`config.mk`:
```
export PLATFORM = sky130hd
export DESIGN_NAME = s713_resp_misr
export DESIGN_NICKNAME = d
export VERILOG_FILES = /design/src/rtl/s713_resp_misr.sv
export SDC_FILE = /design/constraint.sdc
export NUM_CORES = 1
export LEC_CHECK = 0
export ABC_AREA = 0
export BUFFER_PORTS_ARGS = -buffer_cell sky130_fd_sc_hd__buf_2
export CAP_MARGIN = 10
export CORE_MARGIN = 2
export CORE_UTILIZATION = 46
export DETAILED_ROUTE_END_ITERATION = 6
export PLACE_DENSITY = 0.78
export SYNTH_ARGS = -nofsm -noshare
export SYNTH_HDL_FRONTEND = slang
export SYNTH_SLANG_ARGS = --single-unit
```
`constraint.sdc`:
```
create_clock -name CK -period 2 [get_ports CK]
set_input_delay 0.4 -clock CK [delete_from_list [all_inputs] [get_ports CK]]
set_output_delay 0.4 -clock CK [all_outputs]
set_load 0.02 [all_outputs]
```
`src/rtl/s713_resp_misr.sv`:
```
// s713_resp_misr: response compactor for the s713 core.
// Folds the 23 s713 primary outputs into a 23-bit MISR (x^23+x^18+1) over
// NPAT accepted vectors. It then compares the signature against a golden
// value and reports pass/fail.
module s713_resp_misr #(
    parameter int unsigned NPAT = 16,          // vectors per run, 1..65535
    parameter logic [22:0] SEED = 23'h000000   // signature start value
) (
    input  logic        CK,
    input  logic        RN,
    input  logic        START,
    input  logic        VALID,
    input  logic [22:0] RESP,
    input  logic [22:0] EXP_SIG,
    output logic        READY,
    output logic        BUSY,
    output logic        DONE,
    output logic        PASS,
    output logic [22:0] SIG,
    output logic [15:0] COUNT
);

    typedef enum logic [1:0] {
        S_IDLE,
        S_ARM,
        S_COMPACT,
        S_DONE
    } state_t;

    state_t      state_q, state_d;
    logic [22:0] sig_q,   sig_d;
    logic [15:0] count_q, count_d;
    logic        pass_q,  pass_d;

    logic [22:0] misr_nxt;
    logic        last_vec;

    // One MISR step: shift toward MSB, feed back taps 22 and 17 into bit 0,
    // then fold in the response vector.
    always_comb begin
        misr_nxt = {sig_q[21:0], sig_q[22] ^ sig_q[17]} ^ RESP;
    end

    assign last_vec = (count_q == 16'(NPAT - 1));

    // Next-state logic: run sequencing, signature update and golden compare.
    always_comb begin
        // NOTE: every signal driven here gets a default first, so that no path leaves it unassigned and no latch is inferred.
        state_d = state_q;
        sig_d   = sig_q;
        count_d = count_q;
        pass_d  = pass_q;
        case (state_q)
            S_IDLE: begin
                if (START) state_d = S_ARM;
            end
            S_ARM: begin
                // VALID is deliberately ignored while arming.
                sig_d   = SEED;
                count_d = '0;
                pass_d  = 1'b0;
                state_d = S_COMPACT;
            end
            S_COMPACT: begin
                if (VALID) begin
                    sig_d   = misr_nxt;
                    count_d = count_q + 16'd1;
                    if (last_vec) begin
                        // Compare against the post-update signature of the last vector.
                        pass_d  = (misr_nxt == EXP_SIG);
                        state_d = S_DONE;
                    end
                end
            end
            S_DONE: begin
                // A restart wins over VALID; that vector is simply dropped.
                if (START) state_d = S_ARM;
            end
            default: state_d = S_IDLE;
        endcase
    end

    // State registers with synchronous active-low reset.
    always_ff @(posedge CK) begin
        // NOTE: sequential state uses non-blocking assignments, so every register samples the pre-edge values.
        if (!RN) begin
            state_q <= S_IDLE;
            sig_q   <= '0;
            count_q <= '0;
            pass_q  <= 1'b0;
        end else begin
            state_q <= state_d;
            sig_q   <= sig_d;
            count_q <= count_d;
            pass_q  <= pass_d;
        end
    end

    // Outputs are decoded from registered state only.
    always_comb begin
        READY = (state_q == S_COMPACT);
        BUSY  = (state_q == S_ARM) || (state_q == S_COMPACT);
        DONE  = (state_q == S_DONE);
        PASS  = pass_q && (state_q == S_DONE);
        SIG   = sig_q;
        COUNT = count_q;
    end

endmodule

```
==> results of run 1 <==
routing by layer:
metal / track usage / up-vias
li1: - / 1051
met1: 0.249 / 979
met2: 0.334 / 68
met3: 0.0447 / 8
met4: 0.0625 / 0
met5: 0 / -
area by class of cell:
type	count	area [µm²]
multi-input combinational	190	1560
inverter	8	30.0
fill	465	2010
clock inverter	3	43.8
tap	70	87.6
sequential	42	841
clock buffer	5	68.8
timing repair buffer	97	498
flip-flops by register name, summed over array words and instances, names as in the netlist:
register and flops:
pass_q 1, COUNT 16, state_q 2, SIG 23
logic make-up after synthesis:
group | after synthesis | synth area share
simple gates | 88 | 0.207
mux | 2 | 0.0101
buf+inv | 16 | 0.0278
flops | 42 | 0.340
compound gates | 37 | 0.100
fa+ha+maj | 5 | 0.0253
xor+xnor | 58 | 0.289
critical path: stages (launching register included):
cell and delay [ps]:
dfxtp_1 410, inv_1 60, ha_1 270, mux2_4 360
nand4_4 140, and2b_2 230, xnor2_1 130, nor2_1 50
worst paths after layout:
check / slack (ps) / startpoint / endpoint
worst min-delay path: 470 / pass_q$_SDFFE_PN0P_ / pass_q$_SDFFE_PN0P_
worst min register to register: 470 / pass_q$_SDFFE_PN0P_ / pass_q$_SDFFE_PN0P_
worst max-delay path: 240 / state_q[0]$_SDFFE_PN0P_ / COUNT[7]$_SDFFE_PN0P_
worst max register to register: 240 / state_q[0]$_SDFFE_PN0P_ / COUNT[7]$_SDFFE_PN0P_
through the flow:
stage          power, mW  hold WS [ps]  setup slack (ps)  cells
2_1_floorplan       1.72           430               230    248
5_1_grt             2.81           511              73.3    415
4_1_cts             2.67           473               239    415
3_5_place_dp        2.00           460               244    407
3_3_place_gp        1.98           456               296    407
6_report            2.66           472               245    415
power breakdown:
group	internal [mW]	leakage (nW)	total, mW	switching, mW
clock	0.374	0.0585	0.674	0.299
combinational	0.439	1.11	0.992	0.552
sequential	0.909	0.340	0.990	0.0814
placed cells by master, fill, tap and decap left out, drive strengths merged, types with 2 or more instances in the layout:
master | synthesis | routed
a21oi | 5 | 5
a22oi | 19 | 19
and2 | 9 | 9
buf | 5 | 97
clkbuf | 3 | 5
dfxtp | 42 | 42
ha | 5 | 5
inv | 8 | 9
nand2 | 15 | 15
nand3 | 5 | 5
nand4 | 6 | 6
nor2 | 15 | 15
nor2b | 19 | 19
nor3 | 5 | 5
nor4 | 5 | 5
nor4bb | 2 | 2
o21ai | 10 | 10
or3 | 3 | 3
xnor2 | 22 | 22
xnor3 | 15 | 15
xor2 | 21 | 21
==> results.md, run 1 <==
- The run finished with clean final reports.
- The root buffer selected by CTS is clkbuf_8.
- Detailed routing placed a total of 313 µm of wire on met3.
- Setup repair after global routing left no endpoint under its margin.
- For the worst-skew pair, the clock arrives at the later sink with an insertion delay of 290 ps.
- The via count of the first global-routing pass is 1984.
- The fraction of synthesized cell area taken by the top area cell type is 0.340.
- The vias after detailed routing is 2106.
- The effective utilization at floorplan is 0.481.
- After detailed routing, the number of remaining DRC violations is 0.
- The post-route antenna net violation count is 0.
- The area growth from synthesis to layout is 26.7%.
- Counting distinct cell types in the post-synthesis netlist gives 35.
- The Yosys step of the flow raised 0 warnings.
- The detailed router put a total of 2470 µm of wire on met1.
- The first-pass GRT wire length is 9400 µm.
- The count of buffers inserted at the top-level ports is 92.
- Row generation in the floorplan step produced 26 rows.
- By area the synthesized netlist is led by dfxtp_1, xnor3_1, xnor2_1.
- In the final layout, the share of cells above drive strength 1 is 0.328.
- The actual slew at the worst max-slew pin is 398 ps.
- The number of max-slew violations in the final report is 0.
- 0 antenna diodes ended up in the layout.
- Counting flops with a built-in enable in the synthesized netlist gives 0.
- Summing every instance area after synthesis gives 0.00247 mm².
- The worst clock skew is 14.0 ps.
- The die area is 0.00597 mm².
- The clock tree synthesis step divided the H-tree into 2 levels.
- The worst slew slack as a fraction of its limit is 0.732.
- The register area share after synthesis is 0.340.
- The pin count of the biggest net entering global routing is 30.
- The cell area after layout is 0.00313 mm².
- The kind of capture point of the worst setup path is a register.
- The most used flip-flop cell after synthesis is dfxtp_1.
- The maximum number of buffers from clock root to sink is 2.
- Static timing analysis puts the maximum clock frequency at 570 MHz.
- The net count of the finished layout is 399.
- The number of setup buffers added after CTS is 0.
- The total congestion overflow is 0.
- The half-perimeter wire length of the detailed placement result is 4440 µm.
- The worst hold path was traced through 2 stages.
- Of all flip-flops after synthesis, the portion carrying an async set or reset was 0.
- The post-cts repair resize count is 0.
- The worst register-to-register path has a depth of 7.
- The number of max-cap violations is 0.
- The path class of the tightest hold or removal check is reg2reg.
- The detailed router finished its first iteration with 53 violations.
- The vertical extent of the die is 77.3 µm.
- The worst setup path is of the reg2reg kind.
- The maximum vdd ir drop is 0.410 mV.
- The clock tree from TritonCTS is done.
- From left edge to right edge, the die measures 77.3 µm.
- For the worst setup path, the data arrival time is 1950 ps.
- Dividing the detail-routed via count by the number of cells gives 5.07.
- Routability-driven placement finished with a final weighted congestion of 0.857.
- The first TritonRoute pass finished after 5 iterations.
- The wire length per cell is 14.0 µm.
- The wire length after detailed routing is 5820 µm.
- The setup-violating endpoint count in the final report is 0.
- For this run, the total global-route usage over all layers was measured as 0.197.
- The power density over the cells is 848 mW/mm².
- The clock net in this run drives a total of 42 sinks.
- The post-route minimum period is 1760 ps.
- 93 I/O pins were placed.
- In this run the static leakage power is 1.51 nW.
- The number of clock buffers added by TritonCTS is 5.
- The hold violation count in the final report is 0.
- Routed signal wires occupy layers up through met4.
- The synthesized design contains 42 register bits.
- For this run, the share of the core covered by cells in the final layout is 0.609.
- STA classifies the critical path startpoint as a register.
- After technology mapping, the gate count stands at 248.
- The total area inside the core boundary comes to 0.00514 mm².
- The dominant cell type by area after synthesis is dfxtp_1.
- After clock tree synthesis, the clock-pin slew on the worst setup and hold paths is 90 ps.
- Hold repair after CTS inserted 0 buffers.
- The number of nets in the synthesized netlist is 303.
- Sorting the synthesized cells by how often they occur yields dfxtp_1, xnor2_1, xor2_1, a22oi_1, nor2b_1.
- In the detailed route, the total length drawn on met2 is 2940 µm.
- The initial antenna violation count is 0.
- The instance area at placement is 0.00302 mm².
- Yosys instantiated no cell more often than dfxtp_1.
- Of all nets on the critical path, the largest fanout is 7.
- Data on the critical path is required at its endpoint by 2190 ps.
- A synthesized cell averages 9.96 µm².
- The share of the clock period used by the worst path after layout is 0.878.
- The final total negative setup slack is 0 ps.
(Power assumes the default switching activity.)
==> run 2, diff against run 1 <==
--- a/config.mk
+++ b/config.mk
@@ -8,10 +8,11 @@
 export ABC_AREA = 0
 export BUFFER_PORTS_ARGS = -buffer_cell sky130_fd_sc_hd__buf_2
 export CAP_MARGIN = 10
-export CORE_MARGIN = 2
-export CORE_UTILIZATION = 46
+export CELL_PAD_IN_SITES_DETAIL_PLACEMENT = 0
+export CELL_PAD_IN_SITES_GLOBAL_PLACEMENT = 1
+export CORE_UTILIZATION = 37
 export DETAILED_ROUTE_END_ITERATION = 6
-export PLACE_DENSITY = 0.78
+export PLACE_DENSITY = 0.83
 export SYNTH_ARGS = -nofsm -noshare
 export SYNTH_HDL_FRONTEND = slang
 export SYNTH_SLANG_ARGS = --single-unit
==> results.md, run 2 (synthesis gave the netlist of run 1 again) <==
- The effective utilization at floorplan is 0.387 (was 0.481).
- The maximum level of the CTS H-tree is 2 (unchanged).
- The first-pass iteration count of the detailed router was 4 (was 5).
- The site row count is 29 (was 26).
- The post-cts repair resize count is 0 (unchanged).
- Run status: complete, no violations (unchanged).
- The number of flip-flops under the largest register name is 23 (unchanged).
- The wire length after detailed routing is 5940 µm (was 5820 µm).
- The detailed-routing wirelength on met1 is 2840 µm (was 2470 µm).
- The horizontal die dimension came to 83.7 µm (was 77.3 µm).
- Unrepaired setup endpoints after global routing: no (unchanged).
- The core occupancy in the finished layout was 0.494 (was 0.609).
- The first-pass GRT wire length is 9720 µm (was 9400 µm).
- The final total negative setup slack came to 0 ps (unchanged).
- The cell count of the worst reg-to-reg path came to 7 (unchanged).
- The via density per instance is 4.86 (was 5.07).
- The cell with the largest stage delay on the worst path is dfxtp_1 (unchanged).
- The clock tree from TritonCTS is done (unchanged).
- The register-to-register setup slack came to 250 ps (was 240 ps).
- The global routing usage summed across all routing layers was 0.173 (was 0.197).
- The clock latency reported for the late side of the worst-skew pair was 300 ps (was 290 ps).
- The highest fanout seen on the critical path was 7 (unchanged).
- Most frequent cells in the layout: buf_2, dfxtp_1, xnor2_1, xor2_1 (unchanged).
- The minimum setup slack after placement is 221 ps (was 244 ps).
- The number of max-cap violations is 0 (unchanged).
- The pin count of the biggest net entering global routing was 30 (unchanged).
- The core box area is 0.00639 mm² (was 0.00514 mm²).
- The hold slack is 452 ps (was 472 ps).
- The wire length on met3 was 217 µm (was 313 µm).
- Chain of cells forming the critical path: inv_1 > ha_1 > mux2_4 > nand4_4 > and2b_2 > xnor2_1 > nor2_1 (unchanged).
- The count of fill cells added during filler insertion is 609 (was 465).
- The instance area at placement is 0.00304 mm² (was 0.00302 mm²).
- The post-route antenna net violation count is 0 (unchanged).
- The number of nets at the end of the flow was 399 (unchanged).
- The number of I/O pins is 93 (unchanged).
- The setup-violating endpoint count in the final report is 0 (unchanged).
- The stage delay of the slowest cell on the critical path was 410 ps (about the same).
- The overall power was 2.72 mW (was 2.66 mW).
- The worst slew slack as a fraction of its limit is 0.756 (was 0.732).
- The share of final-layout standard cells stronger than drive strength 1 came to 0.326 (was 0.328).
- The post-detailed-route DRC marker count is 0 (unchanged).
- The peak clock frequency supported by timing came to 571 MHz (was 570 MHz).
- The worst path required time is 2200 ps (was 2190 ps).
- The initial antenna violation count is 0 (unchanged).
- The endpoint with the worst hold slack is pass_q$_SDFFE_PN0P_ (unchanged).
- The buffer count from post-CTS setup fixing came to 0 (unchanged).
- The commonest non-fill, non-tap cell in the layout is buf_2 (unchanged).
- The highest routing layer actually used is met4 (unchanged).
- The post-route worst setup slack was 249 ps (was 245 ps).
- The via count of the first global-routing pass was 1966 (was 1984).
- The critical path startpoint category is a register (unchanged).
- The type of the tightest min-delay check is in2reg (was reg2reg).
- The vias after detailed routing was 2045 (was 2106).
- The number of max-slew violations in the final report came to 0 (unchanged).
- The count of routing violations after the opening detailed-route iteration was 92 (was 53).
- The share of the clock period used by the worst path after layout is 0.876 (was 0.878).
- The vertical extent of the die came to 83.7 µm (was 77.3 µm).
- The post-route minimum period is 1750 ps (was 1760 ps).
- The weighted congestion at the end of routability-driven global placement is 0.849 (was 0.857).
- The number of cells after detailed placement is 414 (was 407).
- The start point of the worst min-delay path is EXP_SIG[0] (was pass_q$_SDFFE_PN0P_).
- The actual slew at the worst max-slew pin is 363 ps (was 398 ps).
- The number of buffers created by CTS is 5 (unchanged).
- The cell area after layout was 0.00315 mm² (was 0.00313 mm²).
- The critical register-to-register path startpoint is state_q[0]$_SDFFE_PN0P_ (unchanged).
- The critical setup path kind is reg2reg (unchanged).
- The antenna diode count is 0 (unchanged).
- The number of clock sinks is 42 (unchanged).
- The worst clock skew is 11.8 ps (was 14.0 ps).
- The total congestion overflow came to 0 (unchanged).
- The half-perimeter wire length of the detailed placement result is 4550 µm (was 4440 µm).
- The count of buffers inserted at the top-level ports was 92 (unchanged).
- The cts-stage hold buffer count came to 0 (unchanged).
- The endpoint of the lowest-slack register-to-register path is COUNT[7]$_SDFFE_PN0P_ (unchanged).
- The number of non-filler instances in the completed layout was 421 (was 415).
- The kind of capture point of the worst setup path is a register (unchanged).
- The hold violation count in the final report is 0 (unchanged).
- The die area is 0.00701 mm² (was 0.00597 mm²).
- The power density over the cells is 862 mW/mm² (was 848 mW/mm²).
- The maximum vdd ir drop is 0.424 mV (was 0.410 mV).
- The routed length on met2 is 2800 µm (was 2940 µm).
- The worst endpoint data arrival time is 1950 ps (about the same).
- The root buffer selected by CTS is clkbuf_8 (unchanged).
- The number of instances on the worst hold path is 4 (was 2).
- The maximum number of buffers from clock root to sink is 2 (unchanged).
- The leakage power summed over all cells is 1.51 nW (about the same).
- The synthesis-to-finish area growth came to 27.5% (was 26.7%).
- The wire length per cell was 14.1 µm (was 14.0 µm).
- The clock slew at the register clock pins of the worst setup and hold paths was 80 ps (was 90 ps).
-- run 2: worst max path at each step --
stage	startpoint	endpoint	slack [ps]	depth (start not counted)
after floorplan	state_q[0]$_SDFFE_PN0P_	COUNT[7]$_SDFFE_PN0P_	230	7
after global placement	state_q[0]$_SDFFE_PN0P_	COUNT[7]$_SDFFE_PN0P_	260	7
after detailed placement	state_q[0]$_SDFFE_PN0P_	COUNT[7]$_SDFFE_PN0P_	220	7
after CTS	state_q[0]$_SDFFE_PN0P_	COUNT[7]$_SDFFE_PN0P_	220	7
after global routing	state_q[0]$_SDFFE_PN0P_	COUNT[11]$_SDFFE_PN0P_	40	7
final	state_q[0]$_SDFFE_PN0P_	COUNT[7]$_SDFFE_PN0P_	250	7
-- run 2: power by group --
part,leakage [nW],internal (mW),switching [mW]
Clock,0.0573,0.400,0.287
Combinational,1.12,0.470,0.565
Sequential,0.340,0.909,0.0849
-- run 2: area by class of cell --
cell class	count	area [µm²]	share of cell area
tap	77	96.3	0.0306
inverter	8	30.0	0.00953
clock buffer	6	82.6	0.0262
sequential	42	841	0.267
timing repair buffer	97	510	0.162
clock inverter	1	30.0	0.00953
multi-input combinational	190	1560	0.495
-- run 2: metal layers --
metal	up-vias	GRT usage
met5	-	0
met4	0	0.0508
met3	5	0.0287
met2	45	0.285
met1	951	0.234
li1	1044	-
-- run 2: critical path: cells and delay by family (launching register included) --
family,cells,cell delay (ps)
XOR/XNOR,1,120
adder cells (fa/ha/maj),1,280
buffers and inverters,1,70
flip-flops,1,410
multiplexers,1,370
AND/OR/NAND/NOR,3,420
